**config.mk**
```make
export PLATFORM = sky130hd
export DESIGN_NAME = switch_debouncer
export DESIGN_NICKNAME = d
export VERILOG_FILES = /design/src/rtl/switch_debouncer.sv
export SDC_FILE = /design/constraint.sdc
export NUM_CORES = 1
export LEC_CHECK = 0
export ABC_AREA = 1
export CAP_MARGIN = 0
export CORE_MARGIN = 4
export CORE_UTILIZATION = 50
export CTS_BUF_LIST = sky130_fd_sc_hd__clkbuf_8 sky130_fd_sc_hd__clkbuf_16
export CTS_CLUSTER_DIAMETER = 40
export DETAILED_ROUTE_END_ITERATION = 8
export PLACE_DENSITY = 0.68
export SLEW_MARGIN = 25
export SYNTH_ARGS = -nofsm -noshare
export SYNTH_HDL_FRONTEND = slang
export SYNTH_SLANG_ARGS = --single-unit
```
**constraint.sdc**
```tcl
create_clock -name CLK -period 4.3 [get_ports CLK]
set_input_delay 0.645 -clock CLK [delete_from_list [all_inputs] [get_ports CLK]]
set_output_delay 0.645 -clock CLK [all_outputs]
set_load 0.01 [all_outputs]
```
**src/rtl/switch_debouncer.sv**
```systemverilog
// -----------------------------------------------------------------------------
// switch_debouncer
//   Conditions raw slide-switch pins: a two-flop synchroniser per channel into
//   the CLK domain, then a per-channel stability counter that only accepts a
//   new level once it has been seen for CNT_MAX consecutive synchronised
//   samples. Emits a registered clean level plus one-cycle rise/fall pulses.
//
//   Optional feature (macro SW_DEBOUNCE_TOGGLE_EN): adds SW_TOGGLE, a
//   push-on/push-off latch per channel that inverts on every SW_RISE.
//
// Ports:
//   CLK        in   1       system clock, rising edge
//   RST        in   1       synchronous, active-high reset
//   SW_RAW     in   NUM_SW  raw asynchronous switch pins
//   SW_LEVEL   out  NUM_SW  debounced registered level
//   SW_RISE    out  NUM_SW  one-cycle pulse on SW_LEVEL 0->1
//   SW_FALL    out  NUM_SW  one-cycle pulse on SW_LEVEL 1->0
//   SW_TOGGLE  out  NUM_SW  (SW_DEBOUNCE_TOGGLE_EN only) toggle latch
// -----------------------------------------------------------------------------
module switch_debouncer #(
  parameter int NUM_SW      = 2,
  parameter int CLK_HZ      = 16000000,
  parameter int DEBOUNCE_US = 10000,
  parameter bit INIT_LEVEL  = 1'b0
) (
  input  logic              CLK,
  input  logic              RST,
  input  logic [NUM_SW-1:0] SW_RAW,
  output logic [NUM_SW-1:0] SW_LEVEL,
  output logic [NUM_SW-1:0] SW_RISE,
  output logic [NUM_SW-1:0] SW_FALL
`ifdef SW_DEBOUNCE_TOGGLE_EN
  ,
  output logic [NUM_SW-1:0] SW_TOGGLE
`endif
);

  localparam int CNT_MAX = (CLK_HZ / 1000000) * DEBOUNCE_US;
  localparam int CNT_W   = (CNT_MAX < 2) ? 1 : $clog2(CNT_MAX);
  localparam logic [CNT_W-1:0] CNT_LAST = CNT_W'(CNT_MAX - 1);

  if (CNT_MAX < 2) begin : g_cnt_max_check
    $error("switch_debouncer: CNT_MAX must be at least 2");
  end

  logic [NUM_SW-1:0] sync1;
  logic [NUM_SW-1:0] sync2;
  logic [CNT_W-1:0]  cnt [NUM_SW];

  always_ff @(posedge CLK) begin
    if (RST) begin
      sync1    <= {NUM_SW{INIT_LEVEL}};
      sync2    <= {NUM_SW{INIT_LEVEL}};
      SW_LEVEL <= {NUM_SW{INIT_LEVEL}};
      SW_RISE  <= '0;
      SW_FALL  <= '0;
      for (int unsigned i = 0; i < NUM_SW; i++) begin
        cnt[i] <= '0;
      end
`ifdef SW_DEBOUNCE_TOGGLE_EN
      SW_TOGGLE <= '0;
`endif
    end else begin
      sync1   <= SW_RAW;
      sync2   <= sync1;
      SW_RISE <= '0;
      SW_FALL <= '0;
      for (int unsigned i = 0; i < NUM_SW; i++) begin
        if (sync2[i] == SW_LEVEL[i]) begin
          // Back at (or still at) the accepted level: discard pending time.
          cnt[i] <= '0;
        end else if (cnt[i] != CNT_LAST) begin
          cnt[i] <= cnt[i] + CNT_W'(1);
        end else begin
          // New level held for CNT_MAX samples: accept it and pulse.
          cnt[i]      <= '0;
          SW_LEVEL[i] <= sync2[i];
          SW_RISE[i]  <= sync2[i];
          SW_FALL[i]  <= ~sync2[i];
`ifdef SW_DEBOUNCE_TOGGLE_EN
          if (sync2[i]) begin
            SW_TOGGLE[i] <= ~SW_TOGGLE[i];
          end
`endif
        end
      end
    end
  end

endmodule

```
==> results_dict.tcl <==
set metrics [dict create \
    status "finished clean" \
    use_met2_pct 24.1 \
    required_ps 4320 \
    postCtsHoldBufs 0 \
    diodes 0 \
    finalHoldViolCount 0 \
    nNetsFinal 364 \
    yosysWarnings 0 \
    dp_hpwl_um 3170 \
    tightest_slew_ps 582 \
    grt_use_total_pct 15.4 \
    grt_overflow 0 \
    start_kind "flop" \
    finalSetupTns_ps 0 \
    grt_use_met1_pct 20.8 \
    post-place-ws_ps 2140 \
    cts_setup_buffers 0 \
    fin_crit_ps 1890 \
    cts_resized 0 \
    placed_area_mm2 0.00279 \
    ir_drop_mv 0.140 \
    synth_seq_cells 46 \
    gp_congestion 0.837 \
    syn2layout_area_growth_pct 14.7 \
    cts_tree "yes" \
    clock-sinks 46 \
    dr.pass1.iters 4 \
    seq_area_frac_synth_pct 51.2 \
    hold_end "sync2[0]" \
    cts_root_buf "clkbuf_8" \
    r2r_end "cnt[1][11]" \
    r2r_slack_ps 2410 \
    fin_ws_ps 2410 \
    clock_path_buffers 2 \
    reg2reg_depth 6 \
    drive_gt1_share_pct 4.74 \
    syn_area_mm2 0.00250 \
    fmax_ghz 0.530 \
    die_h_um 78.8 \
    setup_viol 0 \
    synth.distinct_cells 23 \
    grt_busiest_layer "met2" \
    grt_pass1_vias 1810 \
    start_util_pct 52.3 \
    fill_cells 449 \
    postSynthCellCount 309 \
    drtIter0Drc 82 \
    min-delay-start "sync1[0]" \
    clock_latency_ps 290 \
    maxCapViolations 0 \
    rows 25 \
    grt_pass1_wl_um 7530 \
    wl_um 4170 \
    routed_via_density 4.45 \
    grt_max_degree 15 \
    power_leakage_nw 1.18 \
    vias 1895 \
    io_pins 10 \
    die_w_um 78.8 \
    ant_nets 0 \
    die_area_mm2 0.00620 \
    powerDensity_mw_per_mm2 279 \
    fin_area_mm2 0.00287 \
    min_path_cells 2 \
    fin_cells 426 \
    clk_pin_slew_ps 80 \
    wl_per_cell_um 9.79 \
    rsz0062_at_grt "no" \
    cts_buffers 5 \
    skew_ps 10.5 \
    relSlewSlack_pct 61.2 \
    htree_num_levels 2 \
    r2r-start "cnt[1][0]" \
    antenna_found_initial 0 \
    end_kind "flop" \
    portBuffers 9 \
    min_path_type "flop to flop" \
    critical_path_class "flop to flop" \
    coreArea_mm2 0.00479 \
    cp.arrival_ps 1910 \
    post-place-cells 418 \
    syn_area_per_cell_um2 8.10 \
    fin_crit_sh_pct 43.8 \
    crit_fanout 13 \
    grtUsageMet3_pct 3.40 \
    remaining_drc_errors 0 \
    slew_viol_final 0 \
]
-- flip-flops by register name (all words and copies together) (netlist names) --
name,flops
SW_FALL,2
cnt,36
sync2,2
sync1,2
SW_RISE,2
SW_LEVEL,2
-- how the worst max path moves through the flow --
stage                      end  cells past startpoint  startpoint  slack [ps]
floorplan            cnt[0][0]                      9   cnt[0][0]        2780
global placement     cnt[1][3]                      5         RST        2170
detailed placement   cnt[1][3]                      5         RST        2140
CTS                 cnt[1][11]                      6   cnt[1][0]        2360
global route        cnt[1][11]                      6   cnt[1][0]        2220
finish              cnt[1][11]                      6   cnt[1][0]        2410
-- per-stage QoR --
stage	util (%)	hold WS, ps	power (W)
after floorplan	-	388	0.000551
after global placement	58.2	404	0.000562
after detailed placement	58.2	397	0.000563
after CTS	60.0	416	0.000815
after global routing	60.0	441	0.000849
final	60.0	412	0.000802
-- synthesized netlist by cell type --
| library cell | count | area share, % |
|---|---|---|
| nand2_1 | 78 | 12 |
| nor2_2 | 4 | 1.0 |
| inv_4 | 1 | 0.25 |
| inv_1 | 41 | 6.1 |
| ha_1 | 2 | 1.0 |
| o21ai_0 | 5 | 1.0 |
| and2_1 | 1 | 0.25 |
| nand3_2 | 1 | 0.40 |
| edfxtp_1 | 36 | 43 |
| conb_1 | 1 | 0.15 |
| xnor2_1 | 9 | 3.1 |
| nand2_2 | 1 | 0.25 |
| o21bai_2 | 1 | 0.45 |
| nor2_1 | 75 | 11 |
| xor2_1 | 11 | 3.8 |
| dfxtp_1 | 10 | 8.0 |
| nor3b_1 | 1 | 0.30 |
| buf_6 | 2 | 0.90 |
| nand3_1 | 15 | 3.0 |
| nor2_4 | 3 | 1.3 |
| and3_1 | 1 | 0.25 |
| nand4_1 | 4 | 1.0 |
| a21oi_1 | 6 | 1.2 |
-- cell usage in the layout (no fill, tap or decap), drive strengths merged, types with 2 or more instances in the layout --
cell type | Yosys | routed
a21oi | 6 | 6
o21ai | 5 | 5
clkbuf | 0 | 5
inv | 42 | 42
edfxtp | 36 | 36
xor2 | 11 | 11
nand2 | 79 | 79
ha | 2 | 2
nand3 | 16 | 16
nand4 | 4 | 4
nor2 | 82 | 82
conb | 1 | 36
clkdlybuf4s50 | 0 | 9
xnor2 | 9 | 9
clkinv | 0 | 3
dfxtp | 10 | 10
-- metal layers --
metal / wire length [um] / part of all wire, %
met1: 2150 / 52
met2: 1810 / 43
met3: 181 / 4.3
met4: 28 / 0.67
met5: 0 / 0
-- worst max-delay path, stage by stage, from the launching register on --
cell and delay (ps):
edfxtp_1 410, ha_1 230, nand2_1 80, nor2_2 150, nand3_1 150, o21bai_2 500
nor2_1 110
-- kinds of logic after synthesis --
| group | Yosys count | synth area share, % |
|---|---|---|
| AO/OA/AOI/OAI | 12 | 2.65 |
| XOR/XNOR | 20 | 7.00 |
| adder cells (fa/ha/maj) | 2 | 0.999 |
| buffers and inverters | 44 | 7.30 |
| flip-flops | 46 | 51.2 |
| other | 1 | 0.150 |
| AND/OR/NAND/NOR | 184 | 30.7 |
-- report_power, final --
group | internal (W) | switching (W) | total (W)
combinational | 0.0000161 | 0.0000273 | 0.0000433
sequential | 0.000495 | 0.0000153 | 0.000510
clock | 0.000112 | 0.000137 | 0.000248
total | 0.000622 | 0.000179 | 0.000802
-- final cells by class --
type / instances / area [um^2] / area share [%]
timing repair buffer: 9 / 90.1 / 3.14
multi-input combinational: 254 / 1170 / 40.8
sequential: 46 / 1280 / 44.6
clock buffer: 5 / 68.8 / 2.40
clock inverter: 3 / 16.3 / 0.566
inverter: 42 / 160 / 5.58
tap: 67 / 83.8 / 2.92
No activity file was read; power rests on OpenSTA's default activity.
